[config.mk]
export PLATFORM = sky130hd
export DESIGN_NAME = wb_arbiter_flat
export DESIGN_NICKNAME = d
export VERILOG_FILES = /design/src/rtl/wb_arbiter_if.sv /design/src/rtl/wb_arbiter.sv /design/src/flat_wrapper.sv
export SDC_FILE = /design/constraint.sdc
export NUM_CORES = 1
export LEC_CHECK = 0
export CAP_MARGIN = 5
export CELL_PAD_IN_SITES_DETAIL_PLACEMENT = 0
export CELL_PAD_IN_SITES_GLOBAL_PLACEMENT = 1
export CORE_MARGIN = 2
export CORE_UTILIZATION = 34
export CTS_BUF_LIST = sky130_fd_sc_hd__clkbuf_8
export DETAILED_ROUTE_END_ITERATION = 10
export PLACE_DENSITY_LB_ADDON = 0.1
export SKIP_CTS_REPAIR_TIMING = 1
export SYNTH_ARGS = -nofsm -noshare
export SYNTH_HDL_FRONTEND = slang
export SYNTH_SLANG_ARGS = --single-unit
[constraint.sdc]
create_clock -name clk -period 2.9 [get_ports clk]
set_clock_uncertainty 0.15 [all_clocks]
set_input_delay 0.58 -clock clk [delete_from_list [all_inputs] [get_ports clk]]
set_output_delay 0.58 -clock clk [all_outputs]
set_load 0.01 [all_outputs]
[src/rtl/wb_arbiter_if.sv]
// Bundle of the writeback arbiter's producer handshakes, issue-stage queries and
// register file write port; master is the surrounding pipeline, slave is the arbiter.
interface wb_arbiter_if;
    logic        exe_valid;
    logic        exe_ready;
    logic        exe_rd_en;
    logic [4:0]  exe_rd_idx;
    logic [31:0] exe_rd_data;

    logic        mem_valid;
    logic        mem_ready;
    logic [4:0]  mem_rd_idx;
    logic [31:0] mem_rdata;
    logic [2:0]  mem_funct3;
    logic [1:0]  mem_addr_lo;

    logic        iss_valid;
    logic [4:0]  iss_rd_idx;
    logic [4:0]  rs1_idx;
    logic [4:0]  rs2_idx;
    logic        rs1_busy;
    logic        rs2_busy;

    logic        wb_rd_en;
    logic [4:0]  wb_rd_idx;
    logic [31:0] wb_rd_data;

    modport master (
        output exe_valid, exe_rd_en, exe_rd_idx, exe_rd_data,
        output mem_valid, mem_rd_idx, mem_rdata, mem_funct3, mem_addr_lo,
        output iss_valid, iss_rd_idx, rs1_idx, rs2_idx,
        input  exe_ready, mem_ready, rs1_busy, rs2_busy,
        input  wb_rd_en, wb_rd_idx, wb_rd_data
    );

    modport slave (
        input  exe_valid, exe_rd_en, exe_rd_idx, exe_rd_data,
        input  mem_valid, mem_rd_idx, mem_rdata, mem_funct3, mem_addr_lo,
        input  iss_valid, iss_rd_idx, rs1_idx, rs2_idx,
        output exe_ready, mem_ready, rs1_busy, rs2_busy,
        output wb_rd_en, wb_rd_idx, wb_rd_data
    );
endinterface

[src/rtl/wb_arbiter.sv]
// Writeback arbiter: merges execute and load results onto the register file write port,
// formats load data, and tracks pending destinations for issue-stage RAW stalls.
module wb_arbiter #(
    parameter int STARVE_MAX = 4
) (
    input  logic        clk,
    input  logic        rstn,
    wb_arbiter_if.slave bus
);
    localparam logic [3:0] STARVE_LIMIT = 4'(STARVE_MAX);

    localparam logic [2:0] F3_LB  = 3'b000;
    localparam logic [2:0] F3_LH  = 3'b001;
    localparam logic [2:0] F3_LW  = 3'b010;
    localparam logic [2:0] F3_LBU = 3'b100;
    localparam logic [2:0] F3_LHU = 3'b101;

    logic [3:0]  r_starve_cnt;
    logic [31:0] r_pend;
    logic        r_wb_rd_en;
    logic [4:0]  r_wb_rd_idx;
    logic [31:0] r_wb_rd_data;

    logic        w_force;
    logic        w_exe_ready;
    logic        w_mem_ready;
    logic        w_exe_xfer;
    logic        w_mem_xfer;
    logic [7:0]  w_byte;
    logic [15:0] w_half;
    logic [31:0] w_load_data;
    logic        w_sel_en;
    logic [4:0]  w_sel_idx;
    logic [31:0] w_sel_data;
    logic [31:0] w_pend_next;

    // Loads normally win; a starved execute result is forced through for one cycle.
    assign w_force     = bus.exe_valid && (r_starve_cnt == STARVE_LIMIT);
    assign w_exe_ready = w_force || !bus.mem_valid;
    assign w_mem_ready = !w_force;
    assign w_exe_xfer  = bus.exe_valid && w_exe_ready;
    assign w_mem_xfer  = bus.mem_valid && w_mem_ready;

    assign bus.exe_ready = w_exe_ready;
    assign bus.mem_ready = w_mem_ready;

    always_comb begin
        w_byte      = bus.mem_rdata[{bus.mem_addr_lo, 3'b000} +: 8];
        w_half      = bus.mem_rdata[{bus.mem_addr_lo[1], 4'b0000} +: 16];
        w_load_data = 32'd0;
        case (bus.mem_funct3)
            F3_LB:   w_load_data = {{24{w_byte[7]}}, w_byte};
            F3_LH:   w_load_data = {{16{w_half[15]}}, w_half};
            F3_LW:   w_load_data = bus.mem_rdata;
            F3_LBU:  w_load_data = {24'd0, w_byte};
            F3_LHU:  w_load_data = {16'd0, w_half};
            default: w_load_data = 32'd0;
        endcase
    end

    always_ff @(posedge clk) begin
        if (!rstn) begin
            r_starve_cnt <= 4'd0;
        end else if (!bus.exe_valid || w_exe_xfer) begin
            r_starve_cnt <= 4'd0;
        end else if (r_starve_cnt != STARVE_LIMIT) begin
            r_starve_cnt <= r_starve_cnt + 4'd1;
        end
    end

    // Idle cycles keep the last index/data so only the enable pulses.
    always_comb begin
        w_sel_en   = 1'b0;
        w_sel_idx  = r_wb_rd_idx;
        w_sel_data = r_wb_rd_data;
        if (w_mem_xfer) begin
            w_sel_en   = 1'b1;
            w_sel_idx  = bus.mem_rd_idx;
            w_sel_data = w_load_data;
        end else if (w_exe_xfer) begin
            w_sel_en   = bus.exe_rd_en;
            w_sel_idx  = bus.exe_rd_idx;
            w_sel_data = bus.exe_rd_data;
        end
    end

    always_ff @(posedge clk) begin
        if (!rstn) begin
            r_wb_rd_en   <= 1'b0;
            r_wb_rd_idx  <= 5'd0;
            r_wb_rd_data <= 32'd0;
        end else begin
            r_wb_rd_en   <= w_sel_en && (w_sel_idx != 5'd0);
            r_wb_rd_idx  <= w_sel_idx;
            r_wb_rd_data <= w_sel_data;
        end
    end

    assign bus.wb_rd_en   = r_wb_rd_en;
    assign bus.wb_rd_idx  = r_wb_rd_idx;
    assign bus.wb_rd_data = r_wb_rd_data;

    // A fresh issue to the register being retired must stay pending, so set follows clear.
    always_comb begin
        w_pend_next = r_pend;
        if (r_wb_rd_en) begin
            w_pend_next[r_wb_rd_idx] = 1'b0;
        end
        if (bus.iss_valid && (bus.iss_rd_idx != 5'd0)) begin
            w_pend_next[bus.iss_rd_idx] = 1'b1;
        end
        w_pend_next[0] = 1'b0;
    end

    always_ff @(posedge clk) begin
        if (!rstn) begin
            r_pend <= 32'd0;
        end else begin
            r_pend <= w_pend_next;
        end
    end

    assign bus.rs1_busy = r_pend[bus.rs1_idx];
    assign bus.rs2_busy = r_pend[bus.rs2_idx];

endmodule

[src/flat_wrapper.sv]
// flat-port wrapper written by rule: the top's interface ports become plain ports
module wb_arbiter_flat 
#(
    parameter int STARVE_MAX = 4
)
  (clk, rstn, bus_exe_valid, bus_exe_rd_en, bus_exe_rd_idx, bus_exe_rd_data, bus_mem_valid, bus_mem_rd_idx, bus_mem_rdata, bus_mem_funct3, bus_mem_addr_lo, bus_iss_valid, bus_iss_rd_idx, bus_rs1_idx, bus_rs2_idx, bus_exe_ready, bus_mem_ready, bus_rs1_busy, bus_rs2_busy, bus_wb_rd_en, bus_wb_rd_idx, bus_wb_rd_data);
  wb_arbiter_if bus_i ();
  input  logic clk;
  input  logic rstn;
  input wire logic [$bits(bus_i.exe_valid)-1:0] bus_exe_valid;
  input wire logic [$bits(bus_i.exe_rd_en)-1:0] bus_exe_rd_en;
  input wire logic [$bits(bus_i.exe_rd_idx)-1:0] bus_exe_rd_idx;
  input wire logic [$bits(bus_i.exe_rd_data)-1:0] bus_exe_rd_data;
  input wire logic [$bits(bus_i.mem_valid)-1:0] bus_mem_valid;
  input wire logic [$bits(bus_i.mem_rd_idx)-1:0] bus_mem_rd_idx;
  input wire logic [$bits(bus_i.mem_rdata)-1:0] bus_mem_rdata;
  input wire logic [$bits(bus_i.mem_funct3)-1:0] bus_mem_funct3;
  input wire logic [$bits(bus_i.mem_addr_lo)-1:0] bus_mem_addr_lo;
  input wire logic [$bits(bus_i.iss_valid)-1:0] bus_iss_valid;
  input wire logic [$bits(bus_i.iss_rd_idx)-1:0] bus_iss_rd_idx;
  input wire logic [$bits(bus_i.rs1_idx)-1:0] bus_rs1_idx;
  input wire logic [$bits(bus_i.rs2_idx)-1:0] bus_rs2_idx;
  output wire logic [$bits(bus_i.exe_ready)-1:0] bus_exe_ready;
  output wire logic [$bits(bus_i.mem_ready)-1:0] bus_mem_ready;
  output wire logic [$bits(bus_i.rs1_busy)-1:0] bus_rs1_busy;
  output wire logic [$bits(bus_i.rs2_busy)-1:0] bus_rs2_busy;
  output wire logic [$bits(bus_i.wb_rd_en)-1:0] bus_wb_rd_en;
  output wire logic [$bits(bus_i.wb_rd_idx)-1:0] bus_wb_rd_idx;
  output wire logic [$bits(bus_i.wb_rd_data)-1:0] bus_wb_rd_data;
  assign bus_i.exe_valid = bus_exe_valid;
  assign bus_i.exe_rd_en = bus_exe_rd_en;
  assign bus_i.exe_rd_idx = bus_exe_rd_idx;
  assign bus_i.exe_rd_data = bus_exe_rd_data;
  assign bus_i.mem_valid = bus_mem_valid;
  assign bus_i.mem_rd_idx = bus_mem_rd_idx;
  assign bus_i.mem_rdata = bus_mem_rdata;
  assign bus_i.mem_funct3 = bus_mem_funct3;
  assign bus_i.mem_addr_lo = bus_mem_addr_lo;
  assign bus_i.iss_valid = bus_iss_valid;
  assign bus_i.iss_rd_idx = bus_iss_rd_idx;
  assign bus_i.rs1_idx = bus_rs1_idx;
  assign bus_i.rs2_idx = bus_rs2_idx;
  assign bus_exe_ready = bus_i.exe_ready;
  assign bus_mem_ready = bus_i.mem_ready;
  assign bus_rs1_busy = bus_i.rs1_busy;
  assign bus_rs2_busy = bus_i.rs2_busy;
  assign bus_wb_rd_en = bus_i.wb_rd_en;
  assign bus_wb_rd_idx = bus_i.wb_rd_idx;
  assign bus_wb_rd_data = bus_i.wb_rd_data;
  wb_arbiter #(.STARVE_MAX(STARVE_MAX)) u_core (.clk(clk), .rstn(rstn), .bus(bus_i));
endmodule
### Word-level counts from Yosys, hierarchy flattened

Cells that the tools add are included.

* logic and storage cells: 59
* memories kept: 0
* bits of input ports: 100
* output and inout bits: 42
* bits in writable memories: 0
* bits in latches: 0
* bits in registers: 74
* memory bits (read-only): 0

* bitwise logic cells: 4
* div/mod/pow operators: 0
* reductions and logical operators: 17
* mux-type cells: 17
* add/subtract/negate cells: 1
* eq/ne operators: 6
* $mul: 0
* shifts and indexed selects: 2
* order comparisons: 6

Operators with widths (count)
* 32-bit one-hot mux with 5 select lines: 1
* 32-bit two-way mux: 4
* 32-bit bitwise AND: 1
* 32-bit inverter: 1
* 32-bit OR: 1
* 32-bit by 6-bit variable part select with 16-bit output: 1
* 32-bit by 6-bit variable part select with 8-bit output: 1
* 5-bit by 6-bit less-than comparator with 1-bit output (second input constant): 4
* 1-bit binary-select mux with 5-bit select: 2
* 1-bit demux with 5-bit select: 2
* 5-bit by 1-bit >= comparator with 1-bit output (second input constant): 2
* 5-bit two-way mux: 2
* 5-bit nonzero test: 2
* 1-bit logical AND: 7
* 3-bit == test (second input constant): 2
* 1-bit two-way mux: 6
* 4-bit by 1-bit adder with 4-bit output (second input constant): 1
* 4-bit by 3-bit == test with 1-bit output (second input constant): 1
* 4-bit by 3-bit inequality test with 1-bit output (second input constant): 1
* 3-bit by 1-bit == test with 1-bit output (second input constant): 1
* 3-bit by 2-bit == test with 1-bit output (second input constant): 1
* 1-bit zero test: 3
* 3-bit zero test: 1
* 1-bit logical OR: 2
* 3 further kinds: 3

### Longest topological paths before layout

Gate-level depths: netlist of run 1.

* depth after elaboration: 9
* depth in mapped cells: 10
* mapped depth without buffers: 8

### Least setup slack after synthesis of run 1

No wires, ideal clock.

* path type: input port to output port
* from: input port bus_rs1_idx[0]
* to: output port bus_rs1_busy
* stages: 4
* setup slack: 0.101 ns
* data required time: 2.170 ns
* arrival time: 2.069 ns
* path buffers: 1
* cell sequence: buf_2 mux4_2 mux4_2 mux2_2

* word-level cells in the longest chain between the ends: 2

Ends and longest elaborated chain
* from (decl): RTL line flat_wrapper.sv:21 `input wire logic [$bits(bus_i.rs1_idx)-1:0] bus_rs1_idx;`
* 1-bit binary-select mux with 5-bit select: RTL line wb_arbiter.sv:123 `assign bus.rs1_busy = r_pend[bus.rs1_idx];`
* 1-bit two-way mux (not written as such): RTL line wb_arbiter.sv:123
* to (decl): RTL line flat_wrapper.sv:25 `output wire logic [$bits(bus_i.rs1_busy)-1:0] bus_rs1_busy;`

Every way passes these cells. The select of a mux whose other input is x is not followed.

### Worst setup path after layout of run 1

* from: input port bus_rs2_idx[0]
* to: output port bus_rs2_busy

* word-level cells in the longest chain between the ends: 2

Ends and longest elaborated chain
* from (decl): RTL line flat_wrapper.sv:22 `input wire logic [$bits(bus_i.rs2_idx)-1:0] bus_rs2_idx;`
* 1-bit binary-select mux with 5-bit select: RTL line wb_arbiter.sv:124 `assign bus.rs2_busy = r_pend[bus.rs2_idx];`
* 1-bit two-way mux (not written as such): RTL line wb_arbiter.sv:124
* to (decl): RTL line flat_wrapper.sv:26 `output wire logic [$bits(bus_i.rs2_busy)-1:0] bus_rs2_busy;`

Every way passes these cells. The select of a mux whose other input is x is not followed.

==> results of run 1 <==
-- metal layers --
metal / GRT usage / vias up / routed length, um
li1: - / 2114 / -
met1: 0.2623 / 2099 / 6055
met4: 0.09799 / 0 / 371
met3: 0.05021 / 28 / 743
met2: 0.3887 / 141 / 7423
met5: 0 / - / 0
-- area by class of cell --
class,count,area share
clock buffer,10,0.02249
clock inverter,5,0.004088
inverter,4,0.002453
multi-input combinational,383,0.4285
sequential,73,0.2388
tap,168,0.03434
timing repair buffer,162,0.2694
-- state kept, by name, indices dropped and copies added, names as in the netlist --
register               flops
u_core.r_pend             31
u_core.bus.wb_rd_en        1
u_core.r_starve_cnt        4
u_core.bus.wb_rd_idx       5
u_core.bus.wb_rd_data     32
-- report_power, final --
part	switching, uW	internal (uW)	total [uW]
Clock	392	320	712
Sequential	37.2	1050	1080
Combinational	258	324	582
Total	687	1690	2380
-- cells by family after synthesis --
kind of cell | after synthesis
muxes | 37
AOI/OAI and AO/OA | 209
and+or+nand+nor | 133
buffers and inverters | 41
xor gates and xnor gates | 2
DFF | 73
adders and majority gates | 2
-- cells in the mapped netlist, drive strengths merged --
cell type	number	area share
nor2	11	0.0098
or3b	3	0.0062
o22ai	4	0.0059
nand2	61	0.054
a21o	4	0.0071
a221oi	1	0.0021
clkinv	1	0.00089
or3	1	0.0015
nor2b	3	0.0044
xnor2	2	0.0041
o21ai	88	0.10
mux2i	8	0.019
a2111oi	1	0.0065
mux4	19	0.10
nand3b	7	0.012
nand3	5	0.0059
buf	6	0.0074
a22oi	7	0.012
inv	3	0.0027
nor3b	6	0.011
clkbuf	31	0.028
ha	2	0.0059
and3	3	0.0044
and3b	4	0.0083
or2	1	0.0015
o211a	7	0.017
nand4b	1	0.0021
a21oi	56	0.066
a21boi	31	0.055
nor4	1	0.0015
a22o	1	0.0021
nand2b	1	0.0015
dfxtp	73	0.35
nor3	2	0.0024
and2	23	0.034
mux2	10	0.027
o31ai	1	0.0018
a211oi	1	0.0018
a222oi	7	0.017
-- worst max path at each step --
stage / start / to / depth (start not counted)
3_5_place_dp: bus_rs2_idx[0] / bus_rs2_busy / 6
3_3_place_gp: bus_rs1_idx[0] / bus_rs1_busy / 6
2_1_floorplan: bus_rs1_idx[0] / bus_rs1_busy / 4
5_1_grt: bus_rs2_idx[0] / bus_rs2_busy / 6
6_report: bus_rs2_idx[0] / bus_rs2_busy / 6
4_1_cts: bus_rs2_idx[0] / bus_rs2_busy / 6
-- metrics by stage --
step,TNS [ps],setup slack (ps),cells
after floorplan,0,101.4,497
final,-23.18,-23.18,805
after global placement,-1604,-772.0,786
after CTS,-1632,-829.4,801
after global routing,-79.05,-45.05,805
after detailed placement,-1708,-813.0,786
-- worst max-delay path: stages --
cell	delay, ps
buf_8	90
buf_12	110
mux4_2	500
mux4_2	500
mux2_4	280
buf_6	120
==> flow_metrics.py, run 1 <==
metrics = {
    "outcome": {
        "outcome": "complete, but fails checks",
        "violated_checks": "negative setup slack",
    },
    "global_routing": {
        "largest_net_degree_at_the_start_of_global_routing": 36,
        "grt_antenna_before_repair": 0,
        "grt_util_all_layers": 0.2230,
        "grt_first_pass_wirelength_um": 22850,
        "grt_pass1_vias": 4446,
        "gr-total-overflow": 0,
    },
    "yosys": {
        "synthAdderAreaFrac": 0.005919,
        "synth.net_count": 599,
        "yosys.area_share.xor_xnor": 0.004143,
        "post_synth_num_cell_types": 43,
        "sequential_element_share_of_the_synthesized_area": 0.3457,
        "post_synth.cell_area_avg_um2": 8.507,
        "synth_simple_gate_area_frac": 0.1607,
        "yosys-mux-area-fraction": 0.1468,
        "synth-compound-area-share": 0.2983,
        "yosys_warnings": 0,
        "syn_inst": 497,
        "syn-cell-area_um2": 4228,
        "main_combinational_cell_family_by_area_after_synthesis": "compound AO/OA/AOI/OAI gates",
        "ys_ff_latch": 73,
    },
    "die": {
        "ioPinCount": 142,
        "initial_utilization": 0.3505,
        "die_x_um": 115.5,
        "floorplan.die.height_um": 115.5,
        "fp.coreArea_um2": 12060,
        "num_rows": 40,
        "design.die.area_um2": 13340,
    },
    "clocking": {
        "cts_inserted_buffers": 9,
        "cts.clk_slew.worst_paths_ps": 70,
        "clock_insertion_delay_worst_skew_ps": 370,
        "clock_tree_from_tritoncts": "done",
        "clk_path_buf_depth": 2,
        "cts.sinks": 73,
        "cts-htree-levels": 3,
        "ctsRootBufferMaster": "clkbuf_8",
    },
    "power_and_ir_drop": {
        "power_density_nw_per_um2": 388.7,
        "power.total_uw": 2379,
        "max-vdd-ir-drop_uv": 183.8,
        "total_leakage_power_uw": 0.002242,
    },
    "cells_and_area": {
        "syn2layout_area_growth_pct": 44.78,
        "highest_count_cells_in_the_layout_ignoring_fill_and_taps": "clkdlybuf4s50_1, o21ai_0, dfxtp_1",
        "drive_above_1_share": 0.1193,
        "stdcell_area_um2": 6121,
        "finalCoreUtilization": 0.5075,
        "design.final.nets": 735,
        "final-seq-area_um2": 1461,
        "multiInputGateArea_um2": 2623,
        "n_antenna_cell": 0,
        "number_of_fill_cells": 1160,
        "layout_commonest_cell": "clkdlybuf4s50_1",
    },
    "route": {
        "drt_wl_total_um": 14590,
        "drtIter0Drc": 191,
        "ant_nets": 0,
        "drt-wirelength-per-cell_um": 18.13,
        "remaining_drc_errors": 0,
        "routed_via_density": 5.443,
        "first_pass_iters": 7,
        "vias": 4382,
    },
    "worst_hold_path": {
        "hold_class": "flop to flop",
        "hold_depth": 2,
        "whs_endpoint": "u_core.r_starve_cnt[1]$_SDFFE_PP0P_",
        "worst_hold_startpoint": "u_core.r_starve_cnt[1]$_SDFFE_PP0P_",
    },
    "critical_path": {
        "timing_worst_setup_path_type": "primary input to primary output",
        "r2r_setup_slack_ps": 670,
        "worstPathMaxFanout": 5,
        "start_kind": "primary input",
        "timing.critical_path.required_ps": 2170,
        "timing.reg2reg.worst_path_depth": 9,
        "timing.critical_path.arrival_ps": 2190,
        "rr_endpoint": "u_core.bus.wb_rd_data[7]$_SDFFE_PN0P_",
        "crit-reg2reg-launch": "u_core.r_starve_cnt[0]$_SDFFE_PP0P_",
        "worst_setup_path_end_kind": "primary output",
    },
    "placement": {
        "placement.io_buffers": 141,
        "hpwl_after_detailed_placement_um": 10810,
        "gp_congestion": 0.8392,
        "placed_area_um2": 5857,
    },
    "sta": {
        "timing.slew.headroom": 0.2911,
        "setup_viol_count_final": 1,
        "finalHoldViolations": 0,
        "worstMarginPinSlew_ps": 1062,
        "timing.fmax_mhz": 342.1,
        "drv_slew": 0,
        "period_minus_slack_ps": 2923,
        "min_period_over_period": 1.008,
        "fin_worst_hold_slack_ps": 339.6,
        "grt_setup_unrepaired": "true",
        "final_critical_path_setup_slack_ps": -23.18,
    },
    "job": {
        "drv.max_cap_violation_count": 0,
    },
}
Note: power is estimated with default switching activity, not from simulation.
==> run 2: changes to the inputs <==
Settings changed: CORE_UTILIZATION 34 to 31.
Clock period 2.9 ns to 2.4 ns, I/O delays scaled along.
==> run 2 against run 1 <==
The flow still finishes with violations (negative setup slack). Cell count increased by 4.0%. Sequential share of layout area decreased by 0.98 points. Sequential power is 20% higher. Sequential cell count unchanged. Setup slack got worse by 330 ps. Critical path depth stayed put. Routed wire length up 6.3%.
==> flow_metrics.py, run 2 (synthesized netlist as in run 1, its figures left out) <==
metrics = {
    "clocking": {
        "clock_insertion_delay_worst_skew_ps": 370,
        "cts_inserted_buffers": 9,
        "cts-htree-levels": 3,
        "clk_path_buf_depth": 2,
        "ctsRootBufferMaster": "clkbuf_8",
        "cts.clk_slew.worst_paths_ps": 80,
        "cts.sinks": 73,
        "clock_tree_from_tritoncts": "done",
    },
    "critical_path": {
        "timing.critical_path.required_ps": 1770,
        "top_cell_by_count_worst_path": "mux4_2",
        "crit-reg2reg-launch": "u_core.r_starve_cnt[1]$_SDFFE_PP0P_",
        "r2r_setup_slack_ps": 420,
        "worstPathMaxFanout": 5,
        "crit_chain": "buf_4 > buf_12 > mux4_2 > mux4_2 > mux2_4 > clkbuf_2",
        "worst_path_largest_cell_delay_ps": 510,
        "timing.critical_path.arrival_ps": 2130,
        "timing.reg2reg.worst_path_depth": 9,
        "start_kind": "primary input",
        "rr_endpoint": "u_core.bus.wb_rd_data[7]$_SDFFE_PN0P_",
        "worst_setup_path_end_kind": "primary output",
        "timing_worst_setup_path_type": "primary input to primary output",
        "slowest_stage": "mux4_2",
    },
    "cells_and_area": {
        "flip_flop_count_of_the_largest_register_after_layout": 32,
        "syn2layout_area_growth_pct": 52.03,
        "highest_count_cells_in_the_layout_ignoring_fill_and_taps": "clkdlybuf4s50_1, o21ai_0, dfxtp_1",
        "n_antenna_cell": 0,
        "layout_commonest_cell": "clkdlybuf4s50_1",
        "finalCoreUtilization": 0.4834,
        "design.final.nets": 758,
        "stdcell_area_um2": 6427,
        "drive_above_1_share": 0.1679,
    },
    "outcome": {
        "violated_checks": "negative setup slack",
        "outcome": "complete, but fails checks",
    },
    "job": {
        "drv.max_cap_violation_count": 0,
    },
    "die": {
        "initial_utilization": 0.3180,
        "floorplan.die.height_um": 120.8,
        "design.die.area_um2": 14590,
        "fp.coreArea_um2": 13300,
        "num_rows": 42,
        "ioPinCount": 142,
        "die_x_um": 120.8,
    },
    "sta": {
        "timing.fmax_mhz": 363.0,
        "final_critical_path_setup_slack_ps": -355.1,
        "period_minus_slack_ps": 2755,
        "drv_slew": 0,
        "finalHoldViolations": 0,
        "grt_setup_unrepaired": "true",
        "min_period_over_period": 1.148,
        "setup_viol_count_final": 2,
        "worstMarginPinSlew_ps": 491.4,
        "timing.slew.headroom": 0.6704,
    },
    "worst_hold_path": {
        "whs_endpoint": "u_core.r_starve_cnt[1]$_SDFFE_PP0P_",
        "hold_depth": 2,
        "hold_class": "flop to flop",
        "worst_hold_startpoint": "u_core.r_starve_cnt[1]$_SDFFE_PP0P_",
    },
    "placement": {
        "hpwl_after_detailed_placement_um": 11620,
        "placement.io_buffers": 141,
        "placed_area_um2": 6087,
        "gp_congestion": 0.9070,
    },
    "route": {
        "routed_via_density": 5.393,
        "first_pass_iters": 5,
        "drt_wl_total_um": 15510,
        "ant_nets": 0,
        "vias": 4514,
        "drt-wirelength-per-cell_um": 18.53,
        "remaining_drc_errors": 0,
        "drtIter0Drc": 308,
    },
    "global_routing": {
        "largest_net_degree_at_the_start_of_global_routing": 56,
        "grt_first_pass_wirelength_um": 23940,
        "grt_util_all_layers": 0.2130,
        "gr-total-overflow": 0,
        "grt_antenna_before_repair": 0,
        "grt_pass1_vias": 4537,
    },
    "power_and_ir_drop": {
        "power_density_nw_per_um2": 484.8,
        "total_leakage_power_uw": 0.002403,
        "max-vdd-ir-drop_uv": 195.9,
    },
}
run 2: worst max-delay path, delay by kind of cell:
family / cells / cell delay, ps
buf+inv: 3 / 350
mux: 3 / 1290
run 2: power by group:
part	switching, uW	internal, uW
Combinational	331	427
Clock	493	563
Sequential	35.6	1270
Total	859	2260
run 2: worst max path at each step:
stage | startpoint | to | slack (ps) | cells after the start
finish | bus_rs1_idx[0] | bus_rs1_busy | -360 | 6
global route | bus_rs1_idx[0] | bus_rs1_busy | -370 | 6
CTS | bus_rs2_idx[0] | bus_rs2_busy | -1110 | 6
detailed placement | bus_rs2_idx[0] | bus_rs2_busy | -1100 | 6
global placement | bus_rs2_idx[0] | bus_rs2_busy | -1070 | 6
floorplan | bus_rs1_idx[0] | bus_rs1_busy | -40 | 4
run 2: area by class of cell:
cell class                      instances  area (um^2)
Clock buffer                           12        165.2
Clock inverter                          4        50.05
Fill cell                            1336         6868
Inverter                                4        15.01
Multi-Input combinational cell        383         2634
Sequential cell                        73         1471
Tap cell                              176        220.2
Timing Repair Buffer                  185         1872
run 2: stage by stage:
step                total power, uW  std cells  TNS [ps]  setup WS (ps)  hold slack (ps)
floorplan                      1639        497    -86.70         -43.35            311.8
global placement               2062        816    -10610          -1075            334.1
detailed placement             2068        816    -10980          -1097            335.5
CTS                            3140        832     -2790          -1108            332.0
global route                   3274        837    -702.5         -370.2            357.3
finish                         3116        837    -643.9         -355.1            336.0
run 2: metal layers:
layer / GRT usage / up-vias / part of all wire
li1: - / 2151 / -
met1: 0.2554 / 2154 / 0.42
met2: 0.3676 / 179 / 0.49
met3: 0.05660 / 30 / 0.067
met4: 0.07267 / 0 / 0.022
met5: 0 / - / 0
==> run 3: changes to the inputs <==
Settings changed: CORE_UTILIZATION 31 to 37, SKIP_CTS_REPAIR_TIMING 1 to default.
Clock period 2.4 ns to 3.46 ns, I/O delays scaled along.
==> run 3 against run 2 <==
The run now ends clean. Final area shrank 5.7%. Die area shrank 16%. Via count shrank 2.7%. Cell count shrank 6.9%. Sequential share of layout area grew 1.2 points. Clock-buffer cell count shrank 2. Critical path type unchanged.
==> flow_metrics.py, run 3 (synthesized netlist as in run 1, its figures left out) <==
metrics = {
    "clocking": {
        "clock_insertion_delay_worst_skew_ps": 360,
        "cts.sinks": 73,
        "clk_path_buf_depth": 2,
        "ctsRootBufferMaster": "clkbuf_8",
        "cts-htree-levels": 3,
        "cts.clk_slew.worst_paths_ps": 70,
        "clock_tree_from_tritoncts": "done",
        "cts_inserted_buffers": 9,
    },
    "power_and_ir_drop": {
        "pwr-share-clk": 0.331,
        "total_leakage_power_uw": 0.002223,
        "sw_frac_of_total": 0.2812,
        "part_of_the_power_in_registers": 0.437,
        "max-vdd-ir-drop_uv": 225.9,
        "power_density_nw_per_um2": 343.0,
        "total_switching_power_uw": 584.6,
        "power_frac_comb": 0.232,
        "power.total_uw": 2079,
        "cell_internal_pwr_uw": 1494,
    },
    "critical_path": {
        "timing_worst_setup_path_type": "primary input to primary output",
        "timing.critical_path.required_ps": 2620,
        "start_kind": "primary input",
        "worst_setup_path_end_kind": "primary output",
        "timing.reg2reg.worst_path_depth": 9,
        "worstPathMaxFanout": 4,
        "timing.critical_path.arrival_ps": 2510,
    },
    "global_routing": {
        "grt_antenna_before_repair": 0,
        "grt_pass1_vias": 4411,
        "gr-total-overflow": 0,
        "grt_util_all_layers": 0.2374,
        "grt_first_pass_wirelength_um": 23320,
        "largest_net_degree_at_the_start_of_global_routing": 56,
    },
    "sta": {
        "timing.slew.headroom": 0.4041,
        "setup_viol_count_final": 0,
        "period_minus_slack_ps": 3348,
        "worstMarginPinSlew_ps": 893.8,
        "drv_slew": 0,
        "grt_setup_unrepaired": "false",
        "min_period_over_period": 0.9675,
        "timing.fmax_mhz": 298.7,
        "finalHoldViolations": 0,
    },
    "cells_and_area": {
        "design.final.nets": 733,
        "n_antenna_cell": 0,
        "layout_commonest_cell": "clkdlybuf4s50_1",
        "flip_flop_count_of_the_largest_register_after_layout": 32,
        "finalCoreUtilization": 0.5376,
        "highest_count_cells_in_the_layout_ignoring_fill_and_taps": "clkdlybuf4s50_1, o21ai_0, dfxtp_1",
        "syn2layout_area_growth_pct": 43.33,
        "number_of_fill_cells": 1037,
        "drive_above_1_share": 0.1148,
    },
    "placement": {
        "gp_congestion": 0.9387,
        "placement.io_buffers": 141,
        "hpwl_after_detailed_placement_um": 10770,
    },
    "route": {
        "remaining_drc_errors": 0,
        "drt-wirelength-per-cell_um": 18.90,
        "routed_via_density": 5.635,
        "vias": 4390,
        "ant_nets": 0,
        "drtIter0Drc": 300,
        "first_pass_iters": 5,
        "drt_wl_total_um": 14720,
    },
    "die": {
        "fp.coreArea_um2": 11270,
        "die_x_um": 110.9,
        "design.die.area_um2": 12300,
        "num_rows": 39,
        "ioPinCount": 142,
        "initial_utilization": 0.3751,
        "floorplan.die.height_um": 110.9,
    },
    "worst_hold_path": {
        "hold_class": "flop to flop",
        "hold_depth": 2,
    },
    "job": {
        "drv.max_cap_violation_count": 0,
    },
    "outcome": {
        "outcome": "complete, no violations",
    },
}
[run 3: changes by cell type in the layout (fill, tap and decap cells not counted), moves of 3 or more]
cell             change
buf_4               -20
dfxtp_1              +8
dfxtp_2              -8
buf_12               -5
clkdlybuf4s50_1      +3
dlymetal6s2s_1       -3
[run 3: per-layer routing]
metal  wire length, um  global-route usage  share of wire  vias up
met4               297             0.07250          0.020        0
met3              1174             0.07381          0.080       25
met1              5996              0.2864           0.41     2065
li1                  -                   -              -     2106
met2              7253              0.4057           0.49      194
met5                 0                   0              0        -
[run 3: worst paths after layout]
check                                 startpoint                                     to  slack (ps)
min reg2reg  u_core.r_starve_cnt[1]$_SDFFE_PP0P_    u_core.r_starve_cnt[1]$_SDFFE_PP0P_         350
max                               bus_rs2_idx[0]                           bus_rs2_busy         110
max reg2reg  u_core.r_starve_cnt[0]$_SDFFE_PP0P_  u_core.bus.wb_rd_data[7]$_SDFFE_PN0P_        1170
min          u_core.r_starve_cnt[1]$_SDFFE_PP0P_    u_core.r_starve_cnt[1]$_SDFFE_PP0P_         350
[run 3: power groups by stage]
stage | Combinational, uW | Sequential, uW | Clock [uW]
2_1_floorplan | 200 | 931 | 0
3_3_place_gp | 471 | 926 | 0
3_5_place_dp | 474 | 926 | 0
4_1_cts | 482 | 907 | 701
5_1_grt | 520 | 912 | 744
6_report | 482 | 908 | 689
[run 3: layout make-up]
class,instances,area [um^2],share of cell area
Multi-Input combinational cell,383,2609,0.4305
Sequential cell,73,1461,0.2412
Tap cell,143,178.9,0.02953
Clock buffer,10,137.6,0.02271
Timing Repair Buffer,160,1599,0.2639
Clock inverter,6,58.81,0.009705
Inverter,4,15.01,0.002478
[run 3: worst max-delay path, cell delays in order]
cell             delay (ps)
clkdlybuf4s15_2         210
bufbuf_16               260
mux4_2                  480
mux4_2                  460
mux2_2                  280
clkbuf_2                130
[run 3: repair_timing]
| action | 4_1_cts | 5_1_grt |
|---|---|---|
| gates resized for setup | 10 | 4 |
| pin swaps | 0 | 0 |
| setup endpoints to repair | 2 | 2 |
| setup buffers | 1 | 0 |
| cloned | 1 | 1 |
| hold buffers | 0 | 0 |
[run 3: metrics by stage]
stage	setup slack [ps]	instance area (um^2)	cells	setup TNS, ps	hold slack [ps]
floorplan	437.4	4228	497	0	311.8
global placement	-431.3	5816	760	-852.0	326.5
detailed placement	-444.3	5816	760	-884.5	336.6
CTS	23.83	6060	778	0	349.9
global route	69.64	6060	779	0	368.6
finish	112.4	6060	779	0	349.8
